==> src/rtl/mem_port_arbiter_pkg.sv <==
// Shared types for the memory port arbiter: FSM state encoding, the bundled
// request fields muxed onto the memory port, and the starvation counter width.
// Latency: n/a (types only). Backpressure: n/a.
package mem_port_arbiter_pkg;

  typedef enum logic [1:0] {
    IDLE  = 2'd0,
    OWN_I = 2'd1,
    OWN_D = 2'd2
  } arb_state_t;

  typedef struct packed {
    logic [31:0] addr;
    logic [31:0] wdata;
    logic        ren;
    logic        wen;
    logic [3:0]  byte_en;
  } bus_req_t;

  // Counter must hold 0..limit; a limit of 0 still needs one bit of storage.
  function automatic int cnt_width(input int limit);
    return (limit < 1) ? 1 : $clog2(limit + 1);
  endfunction

endpackage

==> src/rtl/mem_port_arbiter.sv <==
// Arbitrates instruction (i_) and data (d_) requesters onto one memory port (m_).
// Latency: zero added; the IDLE winner drives m_ in the same cycle, owner sees m_ responses combinationally.
// Backpressure: m_busy holds ownership until completion; the non-owner sees busy=1 until it is granted.
// Ports: CLK/nRST; i_* and d_* requester buses (addr, wdata, ren, wen, byte_en in;
// rdata, busy, error out); m_* shared memory port; grant_i/grant_d one-hot owner.
module mem_port_arbiter
  import mem_port_arbiter_pkg::*;
#(
  parameter int STARVE_LIMIT = 4
) (
  input  logic        CLK,
  input  logic        nRST,
  input  logic [31:0] i_addr,
  input  logic [31:0] i_wdata,
  input  logic        i_ren,
  input  logic        i_wen,
  input  logic [3:0]  i_byte_en,
  output logic [31:0] i_rdata,
  output logic        i_busy,
  output logic        i_error,
  input  logic [31:0] d_addr,
  input  logic [31:0] d_wdata,
  input  logic        d_ren,
  input  logic        d_wen,
  input  logic [3:0]  d_byte_en,
  output logic [31:0] d_rdata,
  output logic        d_busy,
  output logic        d_error,
  output logic [31:0] m_addr,
  output logic [31:0] m_wdata,
  output logic        m_ren,
  output logic        m_wen,
  output logic [3:0]  m_byte_en,
  input  logic [31:0] m_rdata,
  input  logic        m_busy,
  input  logic        m_error,
  output logic        grant_i,
  output logic        grant_d
);

  localparam int CW = cnt_width(STARVE_LIMIT);
  localparam logic [CW-1:0] LIMIT = CW'(STARVE_LIMIT);

  arb_state_t    r_state;
  arb_state_t    w_next;
  logic [CW-1:0] r_starve_cnt;
  logic [CW-1:0] w_starve_nxt;
  bus_req_t      w_i_bus;
  bus_req_t      w_d_bus;
  bus_req_t      w_m_bus;
  logic          w_i_req;
  logic          w_d_req;
  logic          w_own_i;
  logic          w_own_d;

  assign w_i_req = i_ren | i_wen;
  assign w_d_req = d_ren | d_wen;

  assign w_i_bus = '{addr: i_addr, wdata: i_wdata, ren: i_ren, wen: i_wen, byte_en: i_byte_en};
  assign w_d_bus = '{addr: d_addr, wdata: d_wdata, ren: d_ren, wen: d_wen, byte_en: d_byte_en};

  assign m_addr    = w_m_bus.addr;
  assign m_wdata   = w_m_bus.wdata;
  assign m_ren     = w_m_bus.ren;
  assign m_wen     = w_m_bus.wen;
  assign m_byte_en = w_m_bus.byte_en;

  always_comb begin
    w_next       = IDLE;
    w_starve_nxt = r_starve_cnt;
    w_own_i      = 1'b0;
    w_own_d      = 1'b0;
    w_m_bus      = '0;
    i_rdata      = '0;
    i_busy       = 1'b1;
    i_error      = 1'b0;
    d_rdata      = '0;
    d_busy       = 1'b1;
    d_error      = 1'b0;
    grant_i      = 1'b0;
    grant_d      = 1'b0;

    // Owner of the port this cycle. In OWN_x, dropping the strobes leaves
    // no owner, which both aborts the transfer and frees the port.
    case (r_state)
      IDLE: begin
        if (w_i_req && (!w_d_req || r_starve_cnt == LIMIT)) begin
          w_own_i = 1'b1;
        end else if (w_d_req) begin
          w_own_d = 1'b1;
        end
      end
      OWN_I:   w_own_i = w_i_req;
      OWN_D:   w_own_d = w_d_req;
      default: ;
    endcase

    // Reset must silence the port even though IDLE would otherwise arbitrate.
    if (!nRST) begin
      w_own_i = 1'b0;
      w_own_d = 1'b0;
    end

    // Only a stalled transfer keeps ownership; completion or abort re-arbitrates.
    if (w_own_i && m_busy) begin
      w_next = OWN_I;
    end else if (w_own_d && m_busy) begin
      w_next = OWN_D;
    end

    if (w_own_i) begin
      w_m_bus = w_i_bus;
      i_rdata = m_rdata;
      i_busy  = m_busy;
      i_error = m_error;
      grant_i = 1'b1;
    end else if (w_own_d) begin
      w_m_bus = w_d_bus;
      d_rdata = m_rdata;
      d_busy  = m_busy;
      d_error = m_error;
      grant_d = 1'b1;
    end

    // Counts data completions the instruction side has waited through.
    if (!w_i_req || (w_own_i && !m_busy)) begin
      w_starve_nxt = '0;
    end else if (w_own_d && !m_busy && r_starve_cnt != LIMIT) begin
      w_starve_nxt = r_starve_cnt + CW'(1);
    end
  end

  always_ff @(posedge CLK or negedge nRST) begin
    if (!nRST) begin
      r_state      <= IDLE;
      r_starve_cnt <= '0;
    end else begin
      r_state      <= w_next;
      r_starve_cnt <= w_starve_nxt;
    end
  end

endmodule

==> config.mk <==
export PLATFORM = sky130hd
export DESIGN_NAME = mem_port_arbiter
export DESIGN_NICKNAME = d
export VERILOG_FILES = /design/src/rtl/mem_port_arbiter_pkg.sv /design/src/rtl/mem_port_arbiter.sv
export SDC_FILE = /design/constraint.sdc
export NUM_CORES = 1
export LEC_CHECK = 0
export ABC_AREA = 1
export ABC_CLOCK_PERIOD_IN_PS = 4740
export CAP_MARGIN = 10
export CORE_AREA = 3 3 120 122
export DETAILED_ROUTE_END_ITERATION = 8
export DIE_AREA = 0 0 123 125
export DONT_BUFFER_PORTS = 1
export RECOVER_POWER = 50
export SETUP_SLACK_MARGIN = 0.2
export SYNTH_ARGS = -nofsm -noshare
export SYNTH_HDL_FRONTEND = slang
export SYNTH_SLANG_ARGS = --single-unit
export TNS_END_PERCENT = 20
==> constraint.sdc <==
create_clock -name CLK -period 4.74 [get_ports CLK]
set_clock_uncertainty 0.05 [all_clocks]
set_input_delay 0.474 -clock CLK [delete_from_list [all_inputs] [get_ports CLK]]
set_output_delay 0.474 -clock CLK [all_outputs]
set_load 0.05 [all_outputs]
# After elaboration in Yosys (flattened, before gate mapping)
# Cells that the tools add are included.
# classes
addsub,1
eq_ne,4
n_mux,25
bitwise,2
n_reduce_logical,13
# op_table
operator,count
70-bit 2-to-1 mux,2
32-bit 2-to-1 mux,3
1-bit 2-to-1 mux,14
1-bit logical AND,6
3-bit 2-to-1 mux,2
2-bit 2-to-1 mux,2
1-bit one-hot mux with 2 select lines,2
3-bit by 1-bit adder with 3-bit output (second input constant),1
3-bit equality test (second input constant),1
1-bit zero test,3
3-bit != test (second input constant),1
2-bit by 1-bit equality test with 1-bit output (second input constant),1
2-bit equality test (second input constant),1
2-bit zero test,1
1-bit logical OR,2
1-bit bitwise OR,2
2-bit nonzero test,1
# totals
register_bits,5
input_bits,176
output_inout_bits,140
elab_cells,47

# Longest topological paths before layout
# Gate-level depths: netlist of the first run.
# logic_depth
depth_word,11
depth_mapped,10
depth_no_buf,9

# Least setup slack after synthesis of the first run
# OpenSTA, ideal clock, no wires.
# synth_path
kind,flip-flop to output port
start,register r_starve_cnt[0]
end,output port d_rdata[10]
t_arrival_ns,1.775
slack_ns,2.441
stages_incl_launch_ff,9
path_buffers,1
cell_sequence,dfrtp_1 > inv_1 > ha_1 > nand2_1 > inv_2 > nand3_1 > nand2_4 > buf_2 > nor2_1
# synth_via
elab_chain_cells,8
elab_cells_between_ends,11
# synth_rtl
item,line_no,rtl
from (decl),mem_port_arbiter.sv:46,logic [CW-1:0] r_starve_cnt;
from (signal assigned),mem_port_arbiter.sv:139,r_starve_cnt <= w_starve_nxt;
3-bit equality test (*),mem_port_arbiter.sv:87,if (w_i_req && (!w_d_req || r_starve_cnt == LIMIT)) begin
1-bit logical OR (*),mem_port_arbiter.sv:87,
1-bit logical AND (*),mem_port_arbiter.sv:87,
1-bit 2-to-1 mux,mem_port_arbiter.sv:87,
1-bit one-hot mux with 2 select lines,mem_port_arbiter.sv:85,case (r_state)
1-bit 2-to-1 mux,mem_port_arbiter.sv:99,if (!nRST) begin
32-bit 2-to-1 mux,mem_port_arbiter.sv:117,end else if (w_own_d) begin
32-bit 2-to-1 mux (*),mem_port_arbiter.sv:111,if (w_own_i) begin
to (decl),mem_port_arbiter.sv:26,"output logic [31:0] d_rdata,"
# Every way passes the cells marked *; elsewhere a longest branch is shown, timed or not.

# Worst setup path after layout of the first run
# layout_path
start,register r_starve_cnt[0]
end,output port m_addr[20]
# layout_via
elab_chain_cells,8
elab_cells_between_ends,11
# layout_rtl
item,line_no,rtl
3-bit equality test (*),mem_port_arbiter.sv:87,
1-bit logical OR (*),mem_port_arbiter.sv:87,
1-bit logical AND (*),mem_port_arbiter.sv:87,
1-bit 2-to-1 mux,mem_port_arbiter.sv:87,
1-bit one-hot mux with 2 select lines,mem_port_arbiter.sv:85,
1-bit 2-to-1 mux,mem_port_arbiter.sv:99,
70-bit 2-to-1 mux,mem_port_arbiter.sv:117,
70-bit 2-to-1 mux (*),mem_port_arbiter.sv:111,
to (decl),mem_port_arbiter.sv:29,"output logic [31:0] m_addr,"
# Marked as above.

==> out/qor.csv, run 1 <==
stage;metric;value;unit
layout;multi_input_area;1210;µm²
worst_setup_path;cp.arrival;3.15;ns
global_routing;antenna_found_initial;0;
timing;finalHoldViolCount;0;
layout;nets;541;
power;peakVddDrop;0.206;mV
worst_setup_path;required;4.22;ns
power;p_per_area;311;nW/µm²
synth;synth_area;1690;µm²
worst_setup_path;crit_type;reg2out;
timing;setup_viol;0;
timing;fin_tns_setup;0;ns
global_routing;grt_start_max_net_pins;71;
min_path;hp-class;in2reg;
worst_setup_path;cp_cell_sequence;inv_1 -> ha_1 -> nand2_1 -> nand3_1 -> nand2_1 -> inv_4 -> nand2_1 -> nand2_1;
detailed_routing;viasPerCell;4.14;
detailed_routing;drc;0;
run;drv_cap;0;
worst_setup_path;rrSetupSlack;2.79;ns
timing;max_freq;272;MHz
global_routing;grt_pass1_vias;1867;
timing;max-slew-margin-rel;23.7;%
floorplan;die_y;125;µm
worst_setup_path;path_buf_inv;2;
worst_setup_path;critPathMostFrequentCell;nand2_1;
power;clockPowerShare;23.9;%
floorplan;rows;42;
placement;hpwlAfterDp;7.37;mm
power;power_leakage;1.15;nW
synth;synth_fp_nets;555;
layout;areaGrowthSynthToFinish;8.31;%
clock_network;clk_path_buf_depth;2;
synth;ys_seq_area_share;7.42;%
worst_setup_path;crit_path_start;r_starve_cnt[0];
clock_network;clock-root-buffer;clkbuf_16;
worst_setup_path;reg2regPathDepth;6;
detailed_routing;totalWireLength;8.29;mm
synth;netlist_top_cells_area;nand2_1 48%, nor2_1 16%, inv_1 8.9%;
worst_setup_path;crit_family;simple AND/OR/NAND/NOR gates;
worst_setup_path;worst_path_largest_cell_delay;0.85;ns
detailed_routing;vias;2226;
power;power.internal;0.193;mW
power;net-switching-power;0.375;mW
global_routing;track_usage;9.04;%
floorplan;ios;316;
floorplan;coreArea;13300;µm²
clock_network;clk_latency;0.22;ns
layout;stdcell_count;538;
worst_setup_path;endpoint;m_addr[20];
global_routing;grt_pass1_wl;10.7;mm
clock_network;cts_tree;built;
placement;place_congestion;0.835;
global_routing;grt.overflow.total;0;
clock_network;post_cts_buffers;0;
worst_setup_path;timing.rr.end;r_state[0];
layout;antenna_cells;0;
floorplan;die_w;123;µm
floorplan;dieArea;15400;µm²
clock_network;cts_made_buffers;3;
timing;final_max_slew_viol_count;0;
synth;ys_warn_count;0;
synth;yosys.area.top_type;nand2_1;
worst_setup_path;end_kind;output port;
placement;port_buffers;0;
power;p_sw_share;66.0;%
synth;synth_top_area_share;47.8;%
synth;avgSynthCellArea;4.47;µm²
detailed_routing;ant_nets;0;
worst_setup_path;cp_slowest_cell;inv_4;
timing;period_needed;3.67;ns
synth;ys_types;18;
layout;regArea;125;µm²
worst_setup_path;critPathLaunchType;flop;
detailed_routing;first_iter_violations;105;
power;pwr-share-seq;8.5;%
worst_setup_path;critical_path_peak_fanout;69;
detailed_routing;first_pass_iters;4;
clock_network;cts_num_sinks;5;
clock_network;htreeDepth;1;
power;totalPowerFinal;0.568;mW
floorplan;start_util;12.7;%
worst_setup_path;cp.depth;8;
timing;rsz0062_at_grt;no;
clock_network;path_clk_slew;0.03;ns
worst_setup_path;regToRegStartpoint;r_starve_cnt[0];
timing;tightest_slew;1.14;ns
timing;finalCritPeriodShare;77.5;%
status;outcome;finished clean;
detailed_routing;wl_per_cell;15.4;µm
placement;dp.cells;533;
power;power_frac_comb;67.5;%
synth;syn_inst;377;
layout;drive_above_1_share;3.31;%
synth;synth-seq-cells;5;
timing;hold_ws;0.408;ns
layout;fillCellCount;1562;
[state kept, by name (all words and copies together), names as in the netlist]
name / cells
r_starve_cnt: 3
r_state: 2
[cell families (layout without fill, tap and decap cells)]
logic type	Yosys count	after routing	synth area share, %
flip-flops	5	5	7.42
buffers and inverters	66	51	19.8
AO/OA/AOI/OAI	3	3	1.04
AND/OR/NAND/NOR	300	300	69.7
adder cells (fa/ha/maj)	2	2	1.48
XOR/XNOR	1	1	0.519
[per-layer routing]
layer | wire length (µm) | GRT usage, % | vias up
li1 | - | - | 1053
met1 | 3000 | 9.96 | 971
met2 | 4330 | 17.9 | 198
met4 | 53 | 1.11 | 0
met5 | 0 | 0 | -
met3 | 905 | 1.76 | 4
[Yosys cell counts]
master	count
nand2_1	215
o22ai_1	2
buf_2	11
dfrtp_1	5
xor2_1	1
nand3_1	3
inv_4	2
nand4_1	3
buf_6	9
ha_1	2
inv_1	40
nor2_4	1
nand2_2	1
inv_2	4
nand3_2	1
nor2_1	73
nand2_4	3
a21oi_1	1
[what timing repair did]
action	CTS	global route
gates resized for setup	0	0
setup endpoints to repair	0	0
hold buffers	1	0
hold endpoints to repair	5	0
[how the worst min path moves through the flow]
stage	to	slack (ns)	cells after the start	start
2_1_floorplan	r_starve_cnt[0]	0.13	0	nRST
3_3_place_gp	r_state[0]	0.13	0	nRST
3_5_place_dp	r_state[0]	0.13	0	nRST
4_1_cts	r_starve_cnt[1]	0.41	3	m_busy
5_1_grt	r_starve_cnt[1]	0.44	3	m_busy
6_report	r_starve_cnt[1]	0.41	3	m_busy
[cell usage in the layout, fill, tap and decap left out, drive strengths merged, types with 2 or more instances in the layout]
cell type  count
nand2        219
nand3          4
dfrtp          5
ha             2
inv           45
clkbuf         4
o22ai          2
nor2          74
nand4          3
[through the flow]
stage | area (µm²) | setup slack [ns] | utilization, %
final | 1830 | 1.07 | 13.7
after global placement | 1750 | 1.72 | 13.2
after CTS | 1840 | 1.46 | 13.8
after detailed placement | 1750 | 1.70 | 13.2
after floorplan | 1690 | 2.44 | -
after global routing | 1830 | 0.705 | 13.7
[tightest hold or removal path, cell delays in order]
cell     delay (ns)
nor2_1         0.05
nand2_1        0.06
a21oi_1        0.05
[power groups by stage]
stage,Sequential (mW),Combinational (mW),Clock [mW]
after floorplan,0.0486,0.368,0
after global placement,0.0489,0.382,0
after detailed placement,0.0490,0.385,0
after CTS,0.0485,0.386,0.138
after global routing,0.0490,0.405,0.143
final,0.0485,0.383,0.136
[cell type report]
class / instances / share of cell area [%]
Clock buffer: 4 / 4.32
Timing Repair Buffer: 1 / 0.548
Inverter: 46 / 9.73
Tap cell: 176 / 12.1
Multi-Input combinational cell: 306 / 66.5
Sequential cell: 5 / 6.85
Note: power is estimated with default switching activity, not from simulation.
==> run 2, diff against run 1 <==
--- a/config.mk
+++ b/config.mk
@@ -6,7 +6,7 @@
 export NUM_CORES = 1
 export LEC_CHECK = 0
 export ABC_AREA = 1
-export ABC_CLOCK_PERIOD_IN_PS = 4740
+export ABC_CLOCK_PERIOD_IN_PS = 3100
 export CAP_MARGIN = 10
 export CORE_AREA = 3 3 120 122
 export DETAILED_ROUTE_END_ITERATION = 8
==> constraint.sdc (replaced) <==
create_clock -name CLK -period 3.1 [get_ports CLK]
set_clock_uncertainty 0.05 [all_clocks]
set_input_delay 0.31 -clock CLK [delete_from_list [all_inputs] [get_ports CLK]]
set_output_delay 0.31 -clock CLK [all_outputs]
set_load 0.05 [all_outputs]
==> run 2 against run 1 <==
Design area grew 19%. First-iteration DRC count increased by 1.9%. Sequential power increased by 54%. Largest power group unchanged. Highest routed layer unchanged.
==> out/qor.csv, run 2 (synthesis gave the netlist of run 1 again) <==
stage;metric;value;unit
status;outcome;finished clean;
clock_network;clock-root-buffer;clkbuf_16;
clock_network;cts_resized;0;
timing;final_max_slew_viol_count;0;
detailed_routing;met1_length;3.13;mm
power;power_frac_comb;68.7;%
detailed_routing;totalWireLength;8.56;mm
worst_setup_path;cp.arrival;2.27;ns
global_routing;track_usage;9.72;%
clock_network;clk_path_buf_depth;2;
detailed_routing;route.met2.wl;4.40;mm
placement;place_congestion;0.759;
timing;tightest_slew;0.653;ns
timing;finalHoldViolCount;0;
detailed_routing;viasPerCell;4.09;
timing;period_needed;2.63;ns
clock_network;cts_made_buffers;3;
detailed_routing;vias;2518;
detailed_routing;ant_nets;0;
clock_network;clk_latency;0.22;ns
floorplan;die_y;125;µm
clock_network;cts_tree;built;
power;clockPowerShare;23.1;%
placement;hpwlAfterDp;7.66;mm
detailed_routing;wl_met3;1.00;mm
timing;finalCritPeriodShare;84.9;%
layout;fillCellCount;1622;
power;p_per_area;416;nW/µm²
power;power.internal;0.321;mW
floorplan;coreArea;13300;µm²
power;net-switching-power;0.581;mW
floorplan;start_util;12.7;%
timing;max_freq;380;MHz
floorplan;ios;316;
worst_setup_path;end_kind;output port;
timing;max-slew-margin-rel;56.3;%
placement;preCtsSetupSlack;0.671;ns
worst_setup_path;critical_path_peak_fanout;70;
layout;final_common_cell;nand2_1;
layout;nets;618;
timing;rsz0062_at_grt;no;
global_routing;grt_pass1_wl;11.9;mm
global_routing;grt_start_max_net_pins;71;
layout;areaGrowthSynthToFinish;28.6;%
layout;drive_above_1_share;6.15;%
power;pwr-share-seq;8.3;%
placement;port_buffers;0;
floorplan;die_w;123;µm
floorplan;rows;42;
layout;top_regs;r_starve_cnt: 3 flops, r_state: 2 flops;
run;drv_cap;0;
power;peakVddDrop;0.181;mV
layout;multi_input_area;1210;µm²
worst_setup_path;required;2.74;ns
worst_setup_path;crit_type;reg2out;
global_routing;grt_pass1_vias;2332;
placement;dpl-instance-area;2330;µm²
detailed_routing;drc;0;
power;p_sw_share;64.4;%
clock_network;htreeDepth;1;
layout;largest_reg_flops;3;
global_routing;grt.overflow.total;0;
timing;setup_viol;0;
layout;largest_register;r_starve_cnt;
detailed_routing;dr.max_layer_used;met4;
layout;fin_util;16.3;%
detailed_routing;first_pass_iters;4;
worst_setup_path;critPathLaunchType;flop;
clock_network;post_cts_buffers;0;
timing;hold_ws;0.257;ns
layout;antenna_cells;0;
layout;stdcell_area;2170;µm²
detailed_routing;first_iter_violations;107;
min_path;hp-class;in2reg;
clock_network;path_clk_slew;0.03;ns
timing;fin_ws;0.467;ns
detailed_routing;wl_per_cell;13.9;µm
clock_network;cts_num_sinks;5;
global_routing;antenna_found_initial;0;
layout;regArea;125;µm²
layout;final_cell_mix;216 x nand2_1, 73 x nor2_1, 64 x clkbuf_1;
floorplan;dieArea;15400;µm²
power;power_leakage;1.30;nW
timing;fin_tns_setup;0;ns
-- run 2: final timing paths --
kind                       depth (start not counted)            start  slack [ns]               to
max                                                9  r_starve_cnt[0]        0.47       m_wdata[9]
min                                                3           m_busy        0.26  r_starve_cnt[1]
max reg2reg                                        7  r_starve_cnt[0]        1.21  r_starve_cnt[0]
min reg2reg                                        3  r_starve_cnt[0]        0.51  r_starve_cnt[0]
max in group asynchronous                          1             nRST        2.48  r_starve_cnt[2]
min in group asynchronous                          1             nRST        0.33  r_starve_cnt[0]
-- run 2: routing by layer --
metal,GRT usage [%],vias up
met2,18.4,210
met1,11.5,1095
met4,1.17,0
met3,1.85,4
li1,-,1209
met5,0,-
-- run 2: area by class of cell --
class | count | area share (%)
Clock buffer | 4 | 3.64
Inverter | 46 | 8.19
Multi-Input combinational cell | 306 | 56.0
Sequential cell | 5 | 5.77
Tap cell | 176 | 10.2
Timing Repair Buffer | 78 | 16.2
-- run 2: worst max-delay path, cell delays in order, from the launching register on --
cell and delay [ns]:
dfrtp_1 0.37, inv_1 0.07, ha_1 0.20, nand2_1 0.11
inv_2 0.05, nand3_1 0.12, nand2_4 0.07, inv_4 0.43
nand2_1 0.12, nand2_1 0.43
-- run 2: through the flow --
stage	total power, mW	cells
floorplan	0.637	377
global placement	0.722	610
detailed placement	0.730	610
CTS	0.944	615
global route	0.948	615
finish	0.902	615
-- run 2: power by group through the flow --
stage | logic, mW | clock network (mW) | registers (mW)
6_report | 0.620 | 0.208 | 0.0747
5_1_grt | 0.658 | 0.214 | 0.0757
4_1_cts | 0.658 | 0.211 | 0.0748
3_5_place_dp | 0.654 | 0 | 0.0756
3_3_place_gp | 0.647 | 0 | 0.0748
2_1_floorplan | 0.562 | 0 | 0.0743
-- run 2: repair_timing --
item                       in CTS  in global routing
hold buffers                    1                  0
hold endpoints to repair        5                  0
setup endpoints to repair       0                  0
==> run 3, diff against run 2 <==
--- a/config.mk
+++ b/config.mk
@@ -6,7 +6,7 @@
 export NUM_CORES = 1
 export LEC_CHECK = 0
 export ABC_AREA = 1
-export ABC_CLOCK_PERIOD_IN_PS = 3100
+export ABC_CLOCK_PERIOD_IN_PS = 2300
 export CAP_MARGIN = 10
 export CORE_AREA = 3 3 120 122
 export DETAILED_ROUTE_END_ITERATION = 8
==> constraint.sdc (replaced) <==
create_clock -name CLK -period 2.3 [get_ports CLK]
set_clock_uncertainty 0.05 [all_clocks]
set_input_delay 0.23 -clock CLK [delete_from_list [all_inputs] [get_ports CLK]]
set_output_delay 0.23 -clock CLK [all_outputs]
set_load 0.05 [all_outputs]
==> run 3 against run 2 <==
Total power is 99% higher. Non-clock buffer count is 80 higher. Critical path depth increased by 1. Clock-buffer cell count did not move. Hold slack lost 0.10 ns. Final cell count increased by 13%. Register-to-register slack got worse by 0.76 ns.
==> out/qor.csv, run 3 (synthesis gave the netlist of run 1 again) <==
stage;metric;value;unit
status;outcome;finished clean;
worst_setup_path;required;2.02;ns
min_path;hp-class;in2reg;
detailed_routing;drc;0;
layout;antenna_cells;0;
worst_setup_path;critical_path_peak_fanout;18;
worst_setup_path;regToRegStartpoint;r_starve_cnt[1];
timing;setup_viol;0;
detailed_routing;ant_nets;0;
clock_network;cts_made_buffers;3;
timing;max-slew-margin-rel;56.9;%
power;peakVddDrop;0.254;mV
placement;port_buffers;0;
timing;rsz0062_at_grt;yes;
detailed_routing;first_pass_iters;4;
clock_network;cts_num_sinks;5;
clock_network;clk_latency;0.23;ns
clock_network;cts_tree;built;
timing;final_max_slew_viol_count;0;
timing;max_freq;479;MHz
layout;drive_above_1_share;45.3;%
layout;areaGrowthSynthToFinish;145;%
timing;tightest_slew;0.645;ns
layout;stdcell_count;695;
layout;top_regs;r_starve_cnt: 3 flops, r_state: 2 flops;
timing;finalHoldViolCount;0;
global_routing;grt.overflow.total;0;
floorplan;die_w;123;µm
min_path;min_path_cells;2;
floorplan;rows;42;
timing;finalCritPeriodShare;90.8;%
worst_setup_path;cp.arrival;1.81;ns
layout;final_cell_mix;154 x nand2_1, 73 x nor2_1, 69 x buf_12;
detailed_routing;first_iter_violations;137;
timing;fin_tns_setup;0;ns
layout;final_common_cell;nand2_1;
floorplan;coreArea;13300;µm²
layout;largest_register;r_starve_cnt;
layout;nets;698;
detailed_routing;totalWireLength;12.2;mm
timing;period_needed;2.09;ns
global_routing;grt_start_max_net_pins;37;
detailed_routing;vias;2969;
detailed_routing;wl_per_cell;17.6;µm
global_routing;grt_pass1_wl;15.9;mm
power;p_per_area;435;nW/µm²
worst_setup_path;critPathLaunchType;flop;
floorplan;ios;316;
global_routing;grt_pass1_vias;2851;
worst_setup_path;reg2regPathDepth;7;
power;power_leakage;2.27;nW
min_path;min_from;m_busy;
layout;largest_reg_flops;3;
clock_network;htreeDepth;1;
placement;place_congestion;0.876;
placement;dp.cells;676;
detailed_routing;viasPerCell;4.27;
global_routing;track_usage;13.5;%
clock_network;clock-root-buffer;clkbuf_16;
worst_setup_path;end_kind;output port;
clock_network;path_clk_slew;0.03;ns
worst_setup_path;crit_type;reg2out;
placement;hpwlAfterDp;8.75;mm
floorplan;dieArea;15400;µm²
run;drv_cap;0;
worst_setup_path;timing.rr.end;r_starve_cnt[0];
floorplan;die_y;125;µm
worst_setup_path;rrSetupSlack;0.45;ns
floorplan;start_util;12.7;%
min_path;hold_end;r_state[0];
clock_network;clk_path_buf_depth;2;
global_routing;antenna_found_initial;0;
## run 3: cell types whose count changed in the layout (fill, tap and decap cells not counted), moves of 5 or more
cell | before | now
buf_12 | 0 | 69
clkbuf_1 | 64 | 1
clkbuf_2 | 0 | 63
nand2_1 | 216 | 154
nand2_2 | 1 | 58
buf_16 | 0 | 6
nand2_4 | 2 | 7
## run 3: through the flow
step,total power [mW],worst slack [ns],util (%),hold WS [ns],cell area [µm²]
2_1_floorplan,0.858,0.245,-,-0.116,1690
6_report,1.80,0.211,31.1,0.156,4140
5_1_grt,1.87,0.117,31.1,0.169,4140
4_1_cts,1.78,0.200,30.4,0.156,4050
3_5_place_dp,1.39,0.205,27.8,-0.115,3700
3_3_place_gp,1.38,0.259,27.8,-0.115,3700
## run 3: area by class of cell
type,instances,area (µm²)
Timing Repair Buffer,158,2100
Inverter,46,188
Sequential cell,5,125
Fill cell,1427,9160
Clock buffer,4,78.8
Tap cell,176,220
Multi-Input combinational cell,306,1420
## run 3: worst max path at each step
stage,from,endpoint,cells after the start
2_1_floorplan,r_starve_cnt[0],d_rdata[10],8
3_3_place_gp,r_starve_cnt[0],m_wdata[0],11
3_5_place_dp,r_starve_cnt[0],m_wdata[0],11
4_1_cts,r_starve_cnt[0],m_addr[15],12
5_1_grt,r_starve_cnt[1],m_wdata[21],10
6_report,r_starve_cnt[1],m_wdata[21],10
## run 3: per-layer routing
layer	wire (µm)	global-route usage, %
met5	0	0
met3	1540	3.34
met1	4100	14.6
met4	38	1.63
met2	6550	26.5
## run 3: worst max-delay path, cell delays in order (launching register included)
cell and delay (ns):
dfrtp_1 0.37, inv_1 0.11, ha_4 0.15, nand2_4 0.06, nand3_1 0.15, nand2_4 0.09
inv_6 0.12, buf_16 0.17, nand2_1 0.10, nand2_1 0.11, buf_12 0.14
## run 3: where the power goes
| group | leakage, nW | internal [mW] | switching, mW |
|---|---|---|---|
| Sequential | 0.0673 | 0.0954 | 0.00427 |
| Combinational | 2.16 | 0.544 | 0.871 |
| Clock | 0.0382 | 0.229 | 0.0536 |
## run 3: timing repair
action | in CTS | in global routing
endpoints found under the setup margin | 107 | 95
resized for setup | 23 | 61
pin swaps | 3 | 3
setup buffers | 5 | 1
hold buffers | 1 | 0
endpoints found under the hold margin | 5 | 0
cloned | 5 | 3
